### src/rtl/fpu_divider.sv
// Sequential IEEE-754 single-precision divider (out = a / b).
// Radix-2 restoring mantissa division, one quotient bit per clock, fixed
// 28-cycle latency from accepted start to the done pulse.
module fpu_divider #(
  parameter int BIAS     = 127,
  parameter bit ROUND_EN = 1'b1
) (
  input  logic        clk,
  input  logic        reset,
  input  logic        start,
  input  logic [31:0] a,
  input  logic [31:0] b,
  output logic        ready,
  output logic        done,
  output logic [31:0] out,
  output logic        exception,
  output logic        div_by_zero,
  output logic        overflow,
  output logic        underflow
);

  typedef enum logic [1:0] {StIdle, StDiv, StNorm, StDone} state_e;

  localparam logic [4:0] LastStep = 5'd25;

  state_e             state_q, state_d;
  logic [4:0]         cnt_q, cnt_d;
  logic [24:0]        rem_q, rem_d;
  logic [25:0]        quo_q, quo_d;
  logic [23:0]        op_b_q, op_b_d;
  logic               sign_q, sign_d;
  logic signed [9:0]  e_q, e_d;
  logic               exc_q, exc_d;
  logic               dbz_q, dbz_d;
  logic               azero_q, azero_d;

  logic [31:0]        out_q, out_d;
  logic               exception_q, exception_d;
  logic               div_by_zero_q, div_by_zero_d;
  logic               overflow_q, overflow_d;
  logic               underflow_q, underflow_d;

  // Operand decode; exponent 0 is flushed to zero
  logic [7:0]  ea, eb;
  logic [23:0] op_a, op_b;
  assign ea   = a[30:23];
  assign eb   = b[30:23];
  assign op_a = (ea == 8'd0) ? 24'd0 : {1'b1, a[22:0]};
  assign op_b = (eb == 8'd0) ? 24'd0 : {1'b1, b[22:0]};

  // One restoring-division step
  logic        ge;
  logic [24:0] rem_sub;
  assign ge      = rem_q >= {1'b0, op_b_q};
  assign rem_sub = ge ? (rem_q - {1'b0, op_b_q}) : rem_q;

  // Normalisation, rounding and result selection, evaluated during NORM
  logic signed [9:0] exp_n, exp_r;
  logic [22:0]       mant_n, mant_r;
  logic              guard, sticky, rnd;
  logic [23:0]       mant_sum;
  always_comb begin
    if (quo_q[25]) begin
      mant_n = quo_q[24:2];
      guard  = quo_q[1];
      sticky = quo_q[0] | (rem_q != 25'd0);
      exp_n  = e_q + 10'(BIAS);
    end else begin
      mant_n = quo_q[23:1];
      guard  = quo_q[0];
      sticky = (rem_q != 25'd0);
      exp_n  = e_q + 10'(BIAS) - 10'sd1;
    end
    rnd      = ROUND_EN & guard & sticky;
    mant_sum = {1'b0, mant_n} + {23'd0, rnd};
    if (mant_sum[23]) begin
      mant_r = 23'd0;
      exp_r  = exp_n + 10'sd1;
    end else begin
      mant_r = mant_sum[22:0];
      exp_r  = exp_n;
    end
  end

  // FSM next state, datapath updates and result registration
  always_comb begin
    state_d       = state_q;
    cnt_d         = cnt_q;
    rem_d         = rem_q;
    quo_d         = quo_q;
    op_b_d        = op_b_q;
    sign_d        = sign_q;
    e_d           = e_q;
    exc_d         = exc_q;
    dbz_d         = dbz_q;
    azero_d       = azero_q;
    out_d         = out_q;
    exception_d   = exception_q;
    div_by_zero_d = div_by_zero_q;
    overflow_d    = overflow_q;
    underflow_d   = underflow_q;
    unique case (state_q)
      StIdle: begin
        if (start) begin
          state_d = StDiv;
          cnt_d   = 5'd0;
          rem_d   = {1'b0, op_a};
          quo_d   = 26'd0;
          op_b_d  = op_b;
          sign_d  = a[31] ^ b[31];
          e_d     = $signed({2'b00, ea}) - $signed({2'b00, eb});
          exc_d   = (ea == 8'hFF) || (eb == 8'hFF);
          dbz_d   = (eb == 8'd0) && (ea != 8'hFF);
          azero_d = (ea == 8'd0);
        end
      end
      StDiv: begin
        rem_d = rem_sub << 1;
        quo_d = {quo_q[24:0], ge};
        cnt_d = cnt_q + 5'd1;
        if (cnt_q == LastStep) state_d = StNorm;
      end
      StNorm: begin
        state_d       = StDone;
        exception_d   = 1'b0;
        div_by_zero_d = 1'b0;
        overflow_d    = 1'b0;
        underflow_d   = 1'b0;
        if (exc_q) begin
          exception_d = 1'b1;
          out_d       = 32'd0;
        end else if (dbz_q) begin
          div_by_zero_d = 1'b1;
          out_d         = {sign_q, 8'hFF, 23'd0};
        end else if (azero_q) begin
          out_d = {sign_q, 31'd0};
        end else if (exp_r >= 10'sd255) begin
          overflow_d = 1'b1;
          out_d      = {sign_q, 8'hFF, 23'd0};
        end else if (exp_r <= 10'sd0) begin
          underflow_d = 1'b1;
          out_d       = {sign_q, 31'd0};
        end else begin
          out_d = {sign_q, exp_r[7:0], mant_r};
        end
      end
      StDone: state_d = StIdle;
      default: state_d = StIdle;
    endcase
  end

  // State and result registers with synchronous reset
  always_ff @(posedge clk) begin
    if (reset) begin
      state_q       <= StIdle;
      cnt_q         <= 5'd0;
      rem_q         <= 25'd0;
      quo_q         <= 26'd0;
      op_b_q        <= 24'd0;
      sign_q        <= 1'b0;
      e_q           <= 10'sd0;
      exc_q         <= 1'b0;
      dbz_q         <= 1'b0;
      azero_q       <= 1'b0;
      out_q         <= 32'd0;
      exception_q   <= 1'b0;
      div_by_zero_q <= 1'b0;
      overflow_q    <= 1'b0;
      underflow_q   <= 1'b0;
    end else begin
      state_q       <= state_d;
      cnt_q         <= cnt_d;
      rem_q         <= rem_d;
      quo_q         <= quo_d;
      op_b_q        <= op_b_d;
      sign_q        <= sign_d;
      e_q           <= e_d;
      exc_q         <= exc_d;
      dbz_q         <= dbz_d;
      azero_q       <= azero_d;
      out_q         <= out_d;
      exception_q   <= exception_d;
      div_by_zero_q <= div_by_zero_d;
      overflow_q    <= overflow_d;
      underflow_q   <= underflow_d;
    end
  end

  assign ready       = (state_q == StIdle);
  assign done        = (state_q == StDone);
  assign out         = out_q;
  assign exception   = exception_q;
  assign div_by_zero = div_by_zero_q;
  assign overflow    = overflow_q;
  assign underflow   = underflow_q;

endmodule
### config.mk
export PLATFORM = sky130hd
export DESIGN_NAME = fpu_divider
export DESIGN_NICKNAME = d
export VERILOG_FILES = /design/src/rtl/fpu_divider.sv
export SDC_FILE = /design/constraint.sdc
export NUM_CORES = 1
export LEC_CHECK = 0
export ABC_AREA = 1
export CAP_MARGIN = 20
export CORE_MARGIN = 2
export CORE_UTILIZATION = 45
export CTS_BUF_LIST = sky130_fd_sc_hd__clkbuf_8
export CTS_CLUSTER_SIZE = 12
export DETAILED_ROUTE_END_ITERATION = 12
export PLACE_DENSITY = 0.76
export SYNTH_ARGS = -nofsm -noshare
export SYNTH_HDL_FRONTEND = slang
export SYNTH_SLANG_ARGS = --single-unit
export TNS_END_PERCENT = 50
### constraint.sdc
create_clock -name clk -period 4.5 [get_ports clk]
set_input_delay 0.675 -clock clk [delete_from_list [all_inputs] [get_ports clk]]
set_output_delay 0.675 -clock clk [all_outputs]
set_load 0.05 [all_outputs]
# == Word level (Yosys, flattened, before mapping) ==
# Cells that the tools add are included.
# classes
magnitude_cmp,3
bitwise,3
add_sub_neg,7
muxes,35
eq_ne,9
reduce_logical,10
# op_table
op,count
$mux 31,4
$mux 24,3
$pmux 26 s2,1
$pmux 25 s2,1
$mux 23,2
$mux 32,1
$mux 26,1
$ge 25x24->1,1
$mux 25,1
$reduce_bool 25->1,1
$add 23x1->24,1
$sub 24x24->24,1
$mux 10,2
$eq 8x8->1 const B,2
$logic_not 8->1,2
$mux 1,14
$add 10x2->10 const B,1
$add 10x8->10 const B,1
$ge 10x9->1 const B,1
$le 10x1->1 const B,1
$pmux 5 s2,1
$sub 10x2->10 const B,1
$sub 8x8->9,1
$ne 8x8->1 const B,1
16 further kinds,21
# word_totals
output_inout_bits,38
ff_bits,132
input_bits,67
word_cells,82

# == Depth between registers and ports, before layout ==
# depth
ltp_word,12
mapped_depth,23
ltp_nobuf,22

# == Least setup slack after synthesis ==
# OpenSTA, ideal clock, no wires.
# synth_timing
path_kind,register to register
startpoint,register rem_q[2]
endpoint,"register out_q[10], in the netlist out[10]"
arrival_time_ns,2.825
stages_incl_launch_ff,20
synth_period_minus_slack_ns,2.958
n_path_buf,1
setup_slack_ns,1.542
cell_sequence,dfxtp_1 or4_1 a2111oi_0 a41oi_1 ha_1 nand3_1 nor2_2 nand2_1 inv_1 nand3_1 nand2_1 nor2_1 nand2_1 nor2_2 nand3_4 nand2_2 nand2_4 buf_6 nand2_1 a21oi_1
# synth_via
elab_chain_cells,12
word_cells_on_any_way,14
cone_classes,add/sub: 1; order compare: 2; mux: 8; bitwise: 2; reduce/logical: 1
# synth_rtl
element,line_no,rtl
"start, declared",28,"logic [24:0] rem_q, rem_d;"
"start signal, assigned",173,rem_q <= rem_d;
$reduce_bool 25->1 (*),"66, 71",
$or 1x1->1,66,sticky = quo_q[0] | (rem_q != 25'd0);
$mux 1 (*),63,if (quo_q[25]) begin
$and 1x1->1 (*),74,rnd = ROUND_EN & guard & sticky;
$add 23x1->24 (*),75,"mant_sum = {1'b0, mant_n} + {23'd0, rnd};"
$mux 10,76,if (mant_sum[23]) begin
$le 10x1->1,140,end else if (exp_r <= 10'sd0) begin
$mux 31,140,
$mux 31 (*),137,end else if (exp_r >= 10'sd255) begin
$mux 31 (*),135,end else if (azero_q) begin
$mux 31 (*),132,end else if (dbz_q) begin
$mux 32 (*),129,if (exc_q) begin
"end signal, assigned",181,out_q <= out_d;
"end, declared",37,"logic [31:0] out_q, out_d;"
# Mark *: on every way between the ends. The rest lies on a longest branch, timed or not.
# A chain may end at the register's enable or synchronous reset.

# == Worst setup path in the final report ==
# layout_timing
startpoint,register rem_q[2]
endpoint,"register out_q[3], in the netlist out[3]"
# The elaborated chain is that of the path after synthesis.

==> flow_metrics.env <==
export IMPL_status="complete, no violations"
export IMPL_clk_latency_ns=0.46
export IMPL_synth_edf_count=0
export IMPL_busiest_layer="met2"
export IMPL_cp_start_kind="flip-flop"
export IMPL_wl_mm=23.45
export IMPL_synthArstFlopShare=0
export IMPL_place_congestion=0.9495
export IMPL_cp_arrival_ns=3.76
export IMPL_die_w_um=145.4
export IMPL_drtIter0Drc=480
export IMPL_antenna_cells=0
export IMPL_power_density_nw_per_um2=600.5
export IMPL_place_ws_ns=1.065
export IMPL_clk_pin_slew_ns=0.08
export IMPL_p_int_uw=3323
export IMPL_synth_top_area_share=0.2914
export IMPL_seqPwrFrac=0.244
export IMPL_syn2layout_area_growth_pct=18.31
export IMPL_worst_slack_ns=1.052
export IMPL_drc=0
export IMPL_ir_drop_v=0.0003836
export IMPL_path_cells="or4_1 > a2111oi_0 > a41oi_1 > ha_1 > nand3_1 > nor2_2 > nand2_1 > inv_1 > nand3_1 > nand2_1 > nor2_1 > nand2_1 > nor2_2 > nand3_4 > a21oi_4 > nor2_1 > nor2_1 > nor2_1"
export IMPL_synth_cell_types=58
export IMPL_yosysTopAreaCell="dfxtp_1"
export IMPL_combPwrFrac=0.570
export IMPL_ys_ff_latch=131
export IMPL_finalHoldViolCount=0
export IMPL_synthAdderAreaFrac=0.06700
export IMPL_port_buffers=104
export IMPL_cts_buffers=17
export IMPL_synth_nets=1501
export IMPL_tightest_slew_ns=1.048
export IMPL_grt_total_usage=0.2192
export IMPL_p_clk_frac=0.187
export IMPL_mostFrequentLayoutCells="335 x nand2_1, 178 x inv_1, 146 x a21oi_1"
export IMPL_cts_resized=0
export IMPL_yosys_area_share_simple=0.3130
export IMPL_vias=9051
export IMPL_fin_crit_ns=3.448
export IMPL_grt_use_met3=0.03699
export IMPL_viasPerCell=5.193
export IMPL_worstSetupPathType="flip-flop to flip-flop"
export IMPL_grt_overflow=0
export IMPL_ant_nets=0
export IMPL_cpPeakStageDelay_ns=0.53
export IMPL_worst_ep_required_time_ns=4.81
export IMPL_switchingPower_uw=3071
export IMPL_htreeDepth=4
export IMPL_wl_per_cell_um=13.46
export IMPL_hold_buffers=0
export IMPL_postSynthAreaPerCell_um2=6.490
export IMPL_fin_skew_ns=0.01075
export IMPL_fmax_ghz=0.2900
export IMPL_grt_start_max_net_pins=97
export IMPL_end_kind="flip-flop"
export IMPL_grt_pass1_vias=8087
export IMPL_setup_viol=0
export IMPL_setup_tns_ns=0
export IMPL_die_area_um2=21150
export IMPL_synthMuxAreaShare=0
export IMPL_boundaryPins=105
export IMPL_syn_inst=1387
export IMPL_drive_above_1_share=0.07172
export IMPL_synth_top_family_by_area="simple AND/OR/NAND/NOR gates"
export IMPL_post_cts_buffers=0
export IMPL_cp_top_family="simple AND/OR/NAND/NOR gates"
export IMPL_final_common_cell="nand2_1"
export IMPL_drv_slew=0
export IMPL_cellLeakagePower_uw=0.004445
export IMPL_hold_path_class="flip-flop to flip-flop"
export IMPL_grt_pass1_wl_mm=38.79
export IMPL_max_slew_margin_rel=0.3003
export IMPL_die_h_um=145.4
export IMPL_maxCapViolations=0
export IMPL_rsz0062_at_grt="no"
export IMPL_antenna_found_initial=0
export IMPL_synth_compound_area_frac=0.1810
export IMPL_synthXorXnorAreaFrac=0.03989
export IMPL_root_buffer="clkbuf_8"
export IMPL_grt_met2_usage=0.3614
export IMPL_start_util=0.4610
export IMPL_use_met1=0.2890
export IMPL_synth_cell_area_um2=9001
export IMPL_timing_critical_path_mode_cell="nor2_1"
export IMPL_rows=51
export IMPL_synth_ff_type="dfxtp_1"
export IMPL_synthTopCellsByArea="dfxtp_1 29%, nand2_1 14%, a21oi_1 8.1%"
export IMPL_worstPathMaxFanout=10
export IMPL_first_pass_iters=4
export IMPL_critPathBufInv=1
export IMPL_period_share=0.7663
export IMPL_cts_tree="built"
export IMPL_clock_sinks=131
export IMPL_synth_seq_area_share=0.2914
export IMPL_ys_warn_count=0
export IMPL_dp_hpwl_mm=17.36
export IMPL_cp_slowest_cell="or4_1"
export IMPL_nets=1579
export IMPL_clockBufferDepth=2
export IMPL_p_sw_frac=0.4803
export IMPL_core_um2=19530
==> sequential cells by signal, indices dropped and copies added (netlist names), 2 cells and up <==
signal	count
out	32
quo_q	26
rem_q	25
op_b_q	24
e_q	9
cnt_q	5
state_q	2
==> layer usage <==
| layer | part of all wire | vias to the layer above |
|---|---|---|
| met4 | 0.022 | 0 |
| met3 | 0.045 | 35 |
| li1 | - | 4713 |
| met2 | 0.46 | 215 |
| met1 | 0.47 | 4088 |
| met5 | 0 | - |
==> per-stage QoR <==
stage               cell area, um2  power, uW  utilization  cells  hold WS, ns
floorplan                     9001       4365            -   1387       0.4361
global placement             10180       5110       0.5213   1711       0.4526
detailed placement           10180       5157       0.5213   1711       0.4541
CTS                          10650       6383       0.5454   1743       0.4667
global route                 10650       6935       0.5454   1743       0.4785
finish                       10650       6394       0.5454   1743       0.4657
==> Yosys cell counts, types with 2 or more instances <==
master / n
a2111oi_0: 2
a211oi_1: 3
a21boi_0: 2
a21o_1: 3
a21oi_1: 146
a31oi_1: 22
and3_1: 2
buf_1: 6
buf_4: 2
buf_6: 4
buf_8: 2
clkbuf_1: 40
dfxtp_1: 131
fa_1: 2
ha_1: 45
inv_1: 177
inv_2: 6
nand2_1: 335
nand2_2: 11
nand2_4: 3
nand3_1: 73
nand3_2: 9
nand3b_1: 5
nand4_1: 26
nor2_1: 111
nor2_2: 12
nor2_4: 2
nor3_1: 20
nor3b_1: 2
nor4_1: 10
o211ai_1: 2
o21a_1: 4
o21ai_0: 81
o21ai_1: 8
o21ai_2: 9
o21bai_1: 4
o221ai_1: 2
or2_2: 4
xnor2_1: 15
xor2_1: 26
==> cells by family (layout without fill, tap and decap cells) <==
kind of cell | after synthesis | in the layout
simple gates | 632 | 632
compound gates | 295 | 295
buf+inv | 241 | 332
flops | 131 | 131
fa+ha+maj | 47 | 47
xor+xnor | 41 | 41
==> power groups by stage <==
stage / Sequential [uW] / Combinational (uW) / Clock [uW]
floorplan: 1600 / 2760 / 0
global placement: 1570 / 3540 / 0
detailed placement: 1570 / 3580 / 0
CTS: 1550 / 3620 / 1220
global route: 1580 / 4100 / 1260
finish: 1560 / 3640 / 1200
==> area by class of cell <==
| cell class | count | area [um2] |
|---|---|---|
| clock buffer | 19 | 261.5 |
| clock inverter | 13 | 207.7 |
| fill | 1954 | 8877 |
| inverter | 186 | 701.9 |
| multi-input combinational | 1015 | 5413 |
| sequential | 131 | 2623 |
| tap | 265 | 331.6 |
| timing repair buffer | 114 | 1111 |
==> path summary, 6_finish.rpt <==
check / from / to / slack (ns) / cells past startpoint
hold reg to reg: out[21] / out[21] / 0.47 / 2
hold / removal: out[21] / out[21] / 0.47 / 2
setup / recovery: rem_q[2] / out[3] / 1.05 / 18
setup reg to reg: rem_q[2] / out[3] / 1.05 / 18
==> worst min-delay path, stage by stage, from the launching register on <==
cell     delay [ns]
dfxtp_1        0.31
nand2_1        0.06
a21oi_1        0.05
No activity file was read; power rests on OpenSTA's default activity.
